==> src/rtl/pcs_tx_ordered_set.sv <==
// 1000BASE-X PCS transmit ordered-set generator.
// Turns GMII TXD/TX_EN/TX_ER plus the autoneg config word into 8b code-groups
// with a K/D flag for the downstream 8b/10b encoder. Emits /C1/C2/ config,
// /I1/I2/ idle, /S/ data /T/R/ frames and /V/, and keeps tx_even alignment.
// TXD to tx_data_8b latency is two clocks (input register + output register).
module pcs_tx_ordered_set #(
   parameter logic [1:0] XMIT_CONFIG = 2'b01,
   parameter logic [1:0] XMIT_IDLE   = 2'b10,
   parameter logic [1:0] XMIT_DATA   = 2'b11
) (
   input  logic        clk,
   input  logic        reset,
   input  logic [1:0]  xmit,
   input  logic [15:0] tx_Config_Reg,
   input  logic [7:0]  TXD,
   input  logic        TX_EN,
   input  logic        TX_ER,
   input  logic        rd,
   input  logic        receiving,
   output logic [7:0]  tx_data_8b,
   output logic        tx_control,
   output logic        tx_even,
   output logic        transmitting,
   output logic        COL
);

   localparam logic [7:0] K28_5 = 8'hBC;
   localparam logic [7:0] D5_6  = 8'hC5;
   localparam logic [7:0] D16_2 = 8'h50;
   localparam logic [7:0] D21_5 = 8'hB5;
   localparam logic [7:0] D2_2  = 8'h42;
   localparam logic [7:0] K27_7 = 8'hFB;   // /S/
   localparam logic [7:0] K29_7 = 8'hFD;   // /T/
   localparam logic [7:0] K23_7 = 8'hF7;   // /R/
   localparam logic [7:0] K30_7 = 8'hFE;   // /V/

   // State names the code-group currently on the output registers.
   typedef enum logic [3:0] {
      ST_IDLE_K, ST_IDLE_D, ST_CFG_K, ST_CFG_D, ST_CFG_LO, ST_CFG_HI,
      ST_SOP, ST_DATA, ST_EOP_T, ST_EOP_R, ST_EOP_R2
   } state_t;

   state_t      state_q, state_d, boundary_state;
   logic [7:0]  data_q, data_d;
   logic        ctrl_q, ctrl_d;
   logic        even_q;
   logic        tx_q, tx_d;
   logic [15:0] cfg_q, cfg_d;
   logic        c2_q, c2_d;
   logic        frm_ok_q, frm_ok_d, frm_ok;
   logic [1:0]  frm_idx_q, frm_idx_d, frm_idx;
   logic [7:0]  d1_txd_q;
   logic        d1_en_q, d1_er_q, d2_en_q;
   logic        xmit_cfg, xmit_data, rise, can_start;

   // Input stage: one register on the GMII inputs, plus the previous TX_EN for edge detection.
   always_ff @(posedge clk or posedge reset) begin
      if (reset) begin
         d1_txd_q <= 8'h00;
         d1_en_q  <= 1'b0;
         d1_er_q  <= 1'b0;
         d2_en_q  <= 1'b0;
      end else begin
         d1_txd_q <= TXD;
         d1_en_q  <= TX_EN;
         d1_er_q  <= TX_ER;
         d2_en_q  <= d1_en_q;
      end
   end

   // Next code-group selection: xmit decode, frame eligibility, state sequencing, output encode.
   always_comb begin
      xmit_cfg  = 1'b0;
      xmit_data = 1'b0;
      case (xmit)
         XMIT_CONFIG: xmit_cfg  = 1'b1;
         XMIT_DATA:   xmit_data = 1'b1;
         XMIT_IDLE:   xmit_cfg  = 1'b0;
         default:     xmit_cfg  = 1'b0;   // 2'b00 behaves as idle
      endcase

      // A frame is only eligible if xmit was DATA when its first byte arrived,
      // and /S/ may only replace its first or second byte (never mid-frame).
      rise      = d1_en_q & ~d2_en_q;
      frm_ok    = rise ? xmit_data : frm_ok_q;
      frm_idx   = rise ? 2'd0 : frm_idx_q;
      can_start = d1_en_q & frm_ok & xmit_data & (frm_idx <= 2'd1);
      frm_ok_d  = frm_ok;
      frm_idx_d = (d1_en_q && frm_idx != 2'd3) ? frm_idx + 2'd1 : frm_idx;

      // Ordered-set boundaries always precede an even slot, so /S/ lands even.
      if (xmit_cfg)       boundary_state = ST_CFG_K;
      else if (can_start) boundary_state = ST_SOP;
      else                boundary_state = ST_IDLE_K;

      case (state_q)
         ST_IDLE_K: state_d = ST_IDLE_D;
         ST_IDLE_D: state_d = boundary_state;
         ST_CFG_K:  state_d = ST_CFG_D;
         ST_CFG_D:  state_d = ST_CFG_LO;
         ST_CFG_LO: state_d = ST_CFG_HI;
         ST_CFG_HI: state_d = boundary_state;
         ST_SOP:    state_d = d1_en_q ? ST_DATA : ST_EOP_T;
         ST_DATA:   state_d = d1_en_q ? ST_DATA : ST_EOP_T;
         ST_EOP_T:  state_d = ST_EOP_R;
         ST_EOP_R:  state_d = even_q ? ST_EOP_R2 : boundary_state;
         ST_EOP_R2: state_d = boundary_state;
         default:   state_d = ST_IDLE_K;
      endcase

      cfg_d  = (state_d == ST_CFG_K) ? tx_Config_Reg : cfg_q;
      c2_d   = (state_d == ST_CFG_HI) ? ~c2_q : c2_q;
      tx_d   = (state_d == ST_SOP) || (state_d == ST_DATA) || (state_d == ST_EOP_T);
      data_d = K28_5;
      ctrl_d = 1'b1;
      case (state_d)
         ST_IDLE_K, ST_CFG_K: begin data_d = K28_5; ctrl_d = 1'b1; end
         ST_IDLE_D: begin data_d = rd ? D5_6 : D16_2; ctrl_d = 1'b0; end
         ST_CFG_D:  begin data_d = c2_q ? D2_2 : D21_5; ctrl_d = 1'b0; end
         ST_CFG_LO: begin data_d = cfg_q[7:0];  ctrl_d = 1'b0; end
         ST_CFG_HI: begin data_d = cfg_q[15:8]; ctrl_d = 1'b0; end
         ST_SOP:    begin data_d = K27_7; ctrl_d = 1'b1; end
         ST_DATA:   begin data_d = d1_er_q ? K30_7 : d1_txd_q; ctrl_d = d1_er_q; end
         ST_EOP_T:  begin data_d = K29_7; ctrl_d = 1'b1; end
         ST_EOP_R, ST_EOP_R2: begin data_d = K23_7; ctrl_d = 1'b1; end
         default:   begin data_d = K28_5; ctrl_d = 1'b1; end
      endcase
   end

   // Ordered-set FSM with registered outputs; the reset slot acts as the K of an
   // idle set, so the first clocked code-group is the odd /D/ that completes it.
   always_ff @(posedge clk or posedge reset) begin
      if (reset) begin
         state_q   <= ST_IDLE_K;
         data_q    <= K28_5;
         ctrl_q    <= 1'b1;
         even_q    <= 1'b1;
         tx_q      <= 1'b0;
         cfg_q     <= 16'h0000;
         c2_q      <= 1'b0;
         frm_ok_q  <= 1'b0;
         frm_idx_q <= 2'd0;
      end else begin
         state_q   <= state_d;
         data_q    <= data_d;
         ctrl_q    <= ctrl_d;
         even_q    <= ~even_q;
         tx_q      <= tx_d;
         cfg_q     <= cfg_d;
         c2_q      <= c2_d;
         frm_ok_q  <= frm_ok_d;
         frm_idx_q <= frm_idx_d;
      end
   end

   assign tx_data_8b   = data_q;
   assign tx_control   = ctrl_q;
   assign tx_even      = even_q;
   assign transmitting = tx_q;
   assign COL          = tx_q & receiving;

endmodule
==> config.mk <==
export PLATFORM = sky130hd
export DESIGN_NAME = pcs_tx_ordered_set
export DESIGN_NICKNAME = d
export VERILOG_FILES = /design/src/rtl/pcs_tx_ordered_set.sv
export SDC_FILE = /design/constraint.sdc
export NUM_CORES = 1
export LEC_CHECK = 0
export ABC_AREA = 0
export BUFFER_PORTS_ARGS = -buffer_cell sky130_fd_sc_hd__buf_2
export CORE_MARGIN = 2
export CORE_UTILIZATION = 45
export CTS_BUF_LIST = sky130_fd_sc_hd__clkbuf_2
export DETAILED_ROUTE_END_ITERATION = 10
export GPL_ROUTABILITY_DRIVEN = 0
export PLACE_DENSITY_LB_ADDON = 0.15
export REMOVE_ABC_BUFFERS = 1
export SLEW_MARGIN = 10
export SYNTH_ARGS = -nofsm -noshare
export SYNTH_HDL_FRONTEND = slang
export SYNTH_SLANG_ARGS = --single-unit
export TNS_END_PERCENT = 30
==> constraint.sdc <==
create_clock -name clk -period 2.5 [get_ports clk]
set_clock_uncertainty 0.2 [all_clocks]
set_input_delay 0.125 -clock clk [delete_from_list [all_inputs] [get_ports clk]]
set_output_delay 0.125 -clock clk [all_outputs]
set_load 0.05 [all_outputs]
==> results.json, run 1 <==
{
  "gr-total-overflow": 0,
  "global_route.usage.total": 0.191,
  "worst_skew_pair.late_latency_ns": 0.41,
  "post_synth_edffs": 0,
  "power_density_nw_per_um2": 1070,
  "die_width_um": 73.7,
  "maximum_fanout_encountered_on_the_critical_timing_path": 16,
  "hold-worst-slack_ns": 0.0780,
  "design.final.nets": 297,
  "pin_count_of_the_biggest_net_entering_global_routing": 33,
  "floorplan.io_pins": 44,
  "syn_area_per_cell_sq_um": 11.9,
  "dpl.hpwl_mm": 3.20,
  "required_ns": 2.62,
  "cts.hold.buffers_added": 30,
  "n_antenna_cell": 0,
  "timing.hold.worst.class": "in -> reg",
  "synth_flop_cell": "dfrtp_1",
  "yosysTopAreaCell": "dfrtp_1",
  "timing.final.max_slew_violations": 0,
  "viasPerCell": 5.25,
  "maximum_number_of_buffers_from_clock_root_to_sink": 2,
  "clock_tree.root_cell": "clkbuf_2",
  "placement.setup.worst_slack_ns": 0.172,
  "maximum_level_of_the_cts_h_tree": 2,
  "multi_input_area_sq_um": 936,
  "post_drt_wl_per_cell_um": 14.4,
  "die_area_sq_um": 5430,
  "grt_pass1_vias": 1673,
  "number_of_max_cap_violations": 0,
  "clkSinkCount": 46,
  "cts.repair_timing.setup_buffer_count": 0,
  "synth.yosys.warnings": 0,
  "clock.fmax_mhz": 426,
  "seq_area_sq_um": 1160,
  "drive_above_1_share": 0.358,
  "end_kind": "register",
  "cp-start-kind": "register",
  "syn_inst": 183,
  "cts.reportedPaths.clkPinSlew_ns": 0.22,
  "cts_tree": "yes",
  "drc": 0,
  "asyncSetResetFlopFracSynth": 1.00,
  "setup.worst_path.class": "reg -> reg",
  "post_cts_resize_count": 0,
  "crit_slowest_cell": "dfrtp_1",
  "synth_top_cells_by_area": "dfrtp_1 45%, dfstp_2 8.4%, mux2_4 6.9%",
  "static-leakage-power_nw": 1.32,
  "setup_viol": 0,
  "synth_top_area_share": 0.447,
  "placeableCoreArea_sq_um": 4690,
  "final_period_minus_worst_setup_slack_ns": 2.35,
  "placement.io_buffers": 43,
  "antenna_violating_nets_post_route": 0,
  "slew-limit-headroom": 0.533,
  "drt_first_iter_violations": 49,
  "grt_first_pass_wirelength_mm": 7.84,
  "first_pass_iters": 4,
  "routed-via-count": 1676,
  "outcome": "complete, no violations",
  "routed_wl_mm": 4.61,
  "finalWorstSetupSlack_ns": 0.155,
  "maximum_vdd_ir_drop_uv": 495,
  "initial_core_util": 0.465,
  "n_fill_cell": 420,
  "crit_chain": "nand2b_1 -> o32ai_4 -> a21oi_4 -> o211ai_4 -> mux2_2",
  "synthesis.area_sq_um": 2180,
  "fp.dieH_um": 73.7,
  "critical_path_arrival_ns": 2.47,
  "yosysUniqueCellTypes": 51,
  "antenna_found_initial": 0,
  "setup_tns_ns": 0,
  "row_count": 25,
  "totalPowerFinal_mw": 3.03,
  "cp_slowest_stage_delay_ns": 0.60,
  "final_min_period_over_clock_period": 0.938,
  "report.final.hold_viol_count": 0,
  "synth-seq-area-share": 0.531,
  "numCtsBuffers": 5,
  "synth.ff_latch_count": 46,
  "syn_to_final_growth_pct": 29.1,
  "max_slew.worst_pin.slew_ns": 0.698,
  "rsz_0062_raised_after_global_routing": "false"
}
-- per-stage QoR --
step,cell area (sq um),util,cells
3_5_place_dp,2480,0.528,281
5_1_grt,2820,0.601,319
2_1_floorplan,2120,-,174
4_1_cts,2820,0.601,319
6_report,2820,0.601,319
3_3_place_gp,2480,0.528,281
-- power by group --
part	leakage [nW]	internal, mW	switching (mW)
Combinational	0.751	0.670	0.826
Clock	0.0264	0.0637	0.235
Sequential	0.542	1.05	0.181
Total	1.32	1.79	1.24
-- layer usage --
layer | vias to the layer above | track usage | wire length [um]
li1 | 820 | - | -
met1 | 814 | 0.253 | 2050
met2 | 37 | 0.320 | 2370
met3 | 5 | 0.0412 | 146
met4 | 0 | 0.0485 | 37
met5 | - | 0 | 0
-- cell usage after synthesis (2+ instances only) --
cell	count
dfrtp_1	39
nand2_1	13
o21ai_0	12
mux2_4	10
nor2_1	10
a21oi_1	7
dfstp_2	7
mux2_2	7
nor2b_1	7
inv_1	6
a22oi_1	5
nand2b_1	5
and2_1	3
buf_2	3
clkbuf_1	3
nand3_1	3
nor3_1	3
a21o_1	2
and2b_1	2
nand3b_1	2
o2111ai_1	2
o211ai_1	2
xor2_1	2
-- kinds of logic (layout without fill, tap and decap cells) --
kind of cell	count (synthesis)	after routing	share of synthesized area
AO/OA/AOI/OAI	44	44	0.160
XOR/XNOR	2	2	0.00802
adder cells (fa/ha/maj)	2	2	0.0103
buffers and inverters	15	97	0.0401
flip-flops	46	46	0.531
multiplexers	17	17	0.105
AND/OR/NAND/NOR	57	57	0.145
-- state kept, by name (all words and copies together), names as in the netlist, 2 cells and up --
register,cells
d1_txd_q,8
cfg_q,16
state_q,4
frm_idx_q,2
tx_data_8b,8
-- placed cells by master, fill, tap and decap left out, types with 3 or more instances in the layout --
cell,count
a21oi_1,7
a22oi_1,5
and2_1,3
buf_2,43
buf_4,10
clkbuf_2,5
dfrtp_1,39
dfstp_2,7
dlygate4sd3_1,30
inv_1,5
mux2_2,7
mux2_4,10
nand2_1,13
nand2b_1,5
nand3_1,3
nor2_1,10
nor2b_1,7
nor3_1,3
o21ai_0,12
-- worst paths after layout --
check | startpoint | endpoint | slack [ns] | cells after the start
min | rd | tx_data_8b[4] | 0.08 | 5
max | state_q[2] | cfg_q[9] | 0.15 | 5
max in group asynchronous | reset | cfg_q[2] | 1.41 | 4
min reg2reg | tx_even | tx_even | 0.30 | 1
max reg2reg | state_q[2] | cfg_q[9] | 0.15 | 5
min in group asynchronous | reset | d1_txd_q[5] | 0.12 | 3
-- worst max-delay path, delay by kind of cell (launching register included) --
family / cells / cell delay, ns
flip-flops: 1 / 0.60
AO/OA/AOI/OAI: 3 / 0.75
multiplexers: 1 / 0.41
AND/OR/NAND/NOR: 1 / 0.29
-- area by class of cell --
type / instances / share of cell area
Clock buffer: 5 / 0.00888
Inverter: 6 / 0.00799
Multi-Input combinational cell: 122 / 0.332
Tap cell: 54 / 0.0240
Timing Repair Buffer: 83 / 0.210
Clock inverter: 3 / 0.00577
Sequential cell: 46 / 0.412
No activity file was read; power rests on OpenSTA's default activity.
==> inputs of run 2 (changes only) <==
--- a/config.mk
+++ b/config.mk
@@ -8,7 +8,7 @@
 export ABC_AREA = 0
 export BUFFER_PORTS_ARGS = -buffer_cell sky130_fd_sc_hd__buf_2
 export CORE_MARGIN = 2
-export CORE_UTILIZATION = 45
+export CORE_UTILIZATION = 30
 export CTS_BUF_LIST = sky130_fd_sc_hd__clkbuf_2
 export DETAILED_ROUTE_END_ITERATION = 10
 export GPL_ROUTABILITY_DRIVEN = 0
==> results.json, run 2 (synthesis results as in run 1) <==
{
  "setup_tns_ns": 0,
  "maximum_fanout_encountered_on_the_critical_timing_path": 16,
  "cts_tree": "yes",
  "hold-worst-slack_ns": 0.0373,
  "r2r_start": "state_q[2]",
  "antenna_found_initial": 0,
  "crit_chain": "nand2b_1 -> o32ai_4 -> a21oi_4 -> o211ai_4 -> mux2_2",
  "die_area_sq_um": 7980,
  "antenna_violating_nets_post_route": 0,
  "report.final.hold_viol_count": 0,
  "grt_first_pass_wirelength_mm": 7.89,
  "gr-total-overflow": 0,
  "crit_buf_inv": 0,
  "clock.fmax_mhz": 439,
  "die_width_um": 89.3,
  "numCtsBuffers": 5,
  "maximum_number_of_buffers_from_clock_root_to_sink": 2,
  "static-leakage-power_nw": 1.33,
  "largest_register_ffs": 16,
  "cp_slowest_stage_delay_ns": 0.56,
  "drc": 0,
  "initial_core_util": 0.306,
  "drive_above_1_share": 0.366,
  "clkSinkCount": 46,
  "cp-start-kind": "register",
  "routed-via-count": 1652,
  "n_fill_cell": 740,
  "mostFrequentLayoutCells": "43 x buf_2, 38 x dfrtp_1, 29 x dlygate4sd3_1",
  "setup.reg_to_reg.worst_slack_ns": 0.22,
  "finalWorstSetupSlack_ns": 0.223,
  "first_pass_iters": 4,
  "worst_skew_pair.late_latency_ns": 0.41,
  "row_count": 31,
  "hold_end": "state_q[2]",
  "instances_no_fill": 364,
  "placement.setup.worst_slack_ns": 0.118,
  "number_of_max_cap_violations": 0,
  "viasPerCell": 4.54,
  "finish.utilization": 0.406,
  "pin_count_of_the_biggest_net_entering_global_routing": 47,
  "floorplan.io_pins": 44,
  "crit_slowest_cell": "dfrtp_2",
  "post_drt_wl_per_cell_um": 13.3,
  "rsz_0062_raised_after_global_routing": "false",
  "crit_family": "compound AO/OA/AOI/OAI gates",
  "holdPathStages": 4,
  "grt_pass1_vias": 1614,
  "timing.final.max_slew_violations": 0,
  "cts.reportedPaths.clkPinSlew_ns": 0.21,
  "crit_reg_reg_endpoint": "cfg_q[11]",
  "outcome": "complete, no violations",
  "slew-limit-headroom": 0.528,
  "regMostFlops": "cfg_q",
  "global_route.usage.total": 0.132,
  "routed_wl_mm": 4.84,
  "setup_viol": 0,
  "dpl.hpwl_mm": 3.45,
  "end_kind": "register",
  "drt_first_iter_violations": 84,
  "hold_sp": "xmit[1]",
  "n_antenna_cell": 0,
  "mostFrequentLayoutCell": "buf_2",
  "maximum_vdd_ir_drop_uv": 500,
  "placement.io_buffers": 43,
  "critical_path_arrival_ns": 2.40,
  "design.final.nets": 297,
  "power_density_nw_per_um2": 1090,
  "timing.hold.worst.class": "in -> reg",
  "maximum_level_of_the_cts_h_tree": 2,
  "max_slew.worst_pin.slew_ns": 0.704,
  "r2r_cells": 5,
  "final_min_period_over_clock_period": 0.911,
  "numPlacedInstances": 327,
  "setup.worst_path.class": "reg -> reg",
  "placeableCoreArea_sq_um": 7140,
  "clock_tree.root_cell": "clkbuf_2",
  "required_ns": 2.62,
  "syn_to_final_growth_pct": 32.6,
  "final_period_minus_worst_setup_slack_ns": 2.28,
  "fp.dieH_um": 89.3
}
==> run 2: worst max-delay path by stage <==
stage               startpoint        end  cells after the start
floorplan           state_q[1]  cfg_q[10]                      5
global placement    state_q[2]  cfg_q[10]                      5
detailed placement  state_q[2]  cfg_q[11]                      5
CTS                 state_q[2]  cfg_q[11]                      5
global route        state_q[2]  cfg_q[11]                      5
finish              state_q[2]  cfg_q[11]                      5
==> run 2: stage by stage <==
step	cell area [sq um]	total power, mW
after floorplan	2120	2.33
after global placement	2540	2.74
after detailed placement	2540	2.75
after CTS	2890	3.19
after global routing	2900	3.37
final	2900	3.15
==> run 2: tightest hold or removal path, cell delays in order <==
cell and delay (ns):
buf_2 0.12, o2111a_2 0.17, nand2_1 0.15, nand2_1 0.07
==> run 2: per-layer routing <==
layer	part of all wire	vias to the layer above	global-route usage
met2	0.48	39	0.208
met1	0.47	797	0.177
met5	0	-	0
met3	0.035	7	0.0323
li1	-	809	-
met4	0.014	0	0.0475
==> run 2: timing repair <==
action,4_1_cts,5_1_grt
gates resized for setup,0,1
endpoints found under the setup margin,0,5
setup buffers,0,0
hold endpoints to repair,70,0
hold buffers,29,0
==> run 2: final cells by class <==
class,instances,area (sq um),share of cell area
clock inverter,2,33.8,0.0117
multi-input combinational,122,936,0.323
clock buffer,6,30.0,0.0104
inverter,6,22.5,0.00778
tap,99,124,0.0428
sequential,46,1160,0.401
timing repair buffer,83,588,0.203
==> run 2: power breakdown <==
group	internal [mW]	leakage (nW)	total, mW	switching (mW)
Combinational	0.683	0.752	1.51	0.824
Sequential	1.05	0.541	1.23	0.180
Clock	0.170	0.0406	0.404	0.234
Total	1.91	1.33	3.15	1.24
==> inputs of run 3 (changes only) <==
--- a/config.mk
+++ b/config.mk
@@ -6,11 +6,11 @@
 export NUM_CORES = 1
 export LEC_CHECK = 0
 export ABC_AREA = 0
-export BUFFER_PORTS_ARGS = -buffer_cell sky130_fd_sc_hd__buf_2
 export CORE_MARGIN = 2
 export CORE_UTILIZATION = 30
-export CTS_BUF_LIST = sky130_fd_sc_hd__clkbuf_2
+export CTS_BUF_LIST = sky130_fd_sc_hd__clkbuf_4
 export DETAILED_ROUTE_END_ITERATION = 10
+export DONT_BUFFER_PORTS = 1
 export GPL_ROUTABILITY_DRIVEN = 0
 export PLACE_DENSITY_LB_ADDON = 0.15
 export REMOVE_ABC_BUFFERS = 1
==> constraint.sdc (replaced) <==
create_clock -name clk -period 2.5 [get_ports clk]
set_clock_uncertainty 0.2 [all_clocks]
set_input_delay 0.125 -clock clk [delete_from_list [all_inputs] [get_ports clk]]
set_output_delay 0.125 -clock clk [all_outputs]
set_load 0.02 [all_outputs]
==> results.json, run 3 (synthesis results as in run 1) <==
{
  "maximum_level_of_the_cts_h_tree": 2,
  "maximum_vdd_ir_drop_uv": 381,
  "hold_sp": "rd",
  "slew-limit-headroom": 0.495,
  "holdPathStages": 4,
  "largest_register_ffs": 16,
  "cts.repair_timing.setup_buffer_count": 0,
  "clock.fmax_mhz": 421,
  "cts.reportedPaths.clkPinSlew_ns": 0.12,
  "global_route.usage.total": 0.132,
  "dpl.hpwl_mm": 3.34,
  "die_area_sq_um": 7980,
  "outcome": "complete, no violations",
  "gr-total-overflow": 0,
  "rsz_0062_raised_after_global_routing": "false",
  "netSwitchingPower_mw": 1.04,
  "p_sw_frac": 0.374,
  "critical_path_arrival_ns": 2.43,
  "setup_tns_ns": 0,
  "setup.worst_path.class": "reg -> reg",
  "setup_viol": 0,
  "cell_area_after_layout_sq_um": 2650,
  "number_of_max_cap_violations": 0,
  "required_ns": 2.55,
  "place_area_sq_um": 2290,
  "max_slew.worst_pin.slew_ns": 0.753,
  "final_min_period_over_clock_period": 0.950,
  "n_antenna_cell": 0,
  "report.final.hold_viol_count": 0,
  "drc": 0,
  "mostFrequentLayoutCell": "dfrtp_1",
  "floorplan.io_pins": 44,
  "post_drt_wl_per_cell_um": 14.8,
  "totalPowerFinal_mw": 2.79,
  "timing.hold.worst.class": "in -> reg",
  "grt_pass1_vias": 1595,
  "row_count": 31,
  "maximum_number_of_buffers_from_clock_root_to_sink": 2,
  "clkSinkCount": 46,
  "critical_path.startpoint": "state_q[0]",
  "routed_wl_mm": 4.71,
  "instances_no_fill": 318,
  "drive_above_1_share": 0.224,
  "fp.dieH_um": 89.3,
  "initial_core_util": 0.306,
  "seqPwrFrac": 0.497,
  "mostFrequentLayoutCells": "37 x dfrtp_1, 30 x dlygate4sd3_1, 13 x nand2_1",
  "syn_to_final_growth_pct": 21.4,
  "placeableCoreArea_sq_um": 7140,
  "worst_skew_pair.late_latency_ns": 0.36,
  "combPwrFrac": 0.380,
  "intPower_mw": 1.75,
  "antenna_violating_nets_post_route": 0,
  "die_width_um": 89.3,
  "pwr-share-clk": 0.123,
  "static-leakage-power_nw": 1.13,
  "numPlacedInstances": 280,
  "first_pass_iters": 4,
  "cts_tree": "yes",
  "regMostFlops": "cfg_q",
  "design.final.nets": 251,
  "routed-via-count": 1488,
  "timing.final.max_slew_violations": 0,
  "end_kind": "register",
  "maximum_fanout_encountered_on_the_critical_timing_path": 16,
  "grt_first_pass_wirelength_mm": 7.87,
  "antenna_found_initial": 0,
  "drt_first_iter_violations": 88,
  "r2r_start": "state_q[0]",
  "viasPerCell": 4.68,
  "r2r_cells": 5,
  "power_density_nw_per_um2": 1050,
  "cp-start-kind": "register",
  "pin_count_of_the_biggest_net_entering_global_routing": 47,
  "final_period_minus_worst_setup_slack_ns": 2.37,
  "clock_tree.root_cell": "clkbuf_4",
  "placement.io_buffers": 0,
  "numCtsBuffers": 5
}
-- run 3: routing by layer --
metal	GRT usage	vias to the layer above	share of wire
li1	-	723	-
met1	0.169	729	0.45
met2	0.221	32	0.50
met3	0.0323	4	0.042
met4	0.0393	0	0.0093
met5	0	-	0
-- run 3: worst paths after layout --
check / endpoint / slack (ns)
hold / removal: tx_data_8b[4] / 0.02
setup reg to reg: cfg_q[13] / 0.13
hold reg to reg: tx_even / 0.29
max in group asynchronous: state_q[3] / 1.55
min in group asynchronous: tx_data_8b[1] / 0.13
setup / recovery: cfg_q[13] / 0.13
-- run 3: critical path: stages (launching register included) --
cell and delay (ns):
dfrtp_1 0.57, and2b_1 0.29, nand2b_1 0.08, a21oi_1 0.11, o211ai_4 0.63, mux2_2 0.41
-- run 3: cell type report --
type,instances,area (sq um)
flip-flops and latches,46,1160
clock inverters,3,16.3
multi-input cells,122,936
inverters,6,22.5
repair buffers,37,353
clock buffers,5,37.5
fillers,738,4490
well taps,99,124
-- run 3: power groups by stage --
| stage | logic (mW) | clock network, mW | registers, mW |
|---|---|---|---|
| CTS | 1.08 | 0.362 | 1.39 |
| global placement | 1.03 | 0 | 1.39 |
| finish | 1.06 | 0.342 | 1.39 |
| global route | 1.19 | 0.393 | 1.43 |
| detailed placement | 1.03 | 0 | 1.40 |
| floorplan | 0.807 | 0 | 1.35 |
-- run 3: timing repair --
item	4_1_cts	5_1_grt
endpoints found under the setup margin	0	16
hold endpoints to repair	76	0
hold buffers	30	0
gates resized for setup	0	2
-- run 3: metrics by stage --
stage	hold WS (ns)	setup WS, ns	utilization
after floorplan	-0.0436	0.236	-
after global placement	-0.0435	0.154	0.322
after detailed placement	-0.0435	0.109	0.322
after CTS	0.0221	0.0756	0.371
after global routing	0.0264	0.0133	0.371
final	0.0194	0.125	0.371
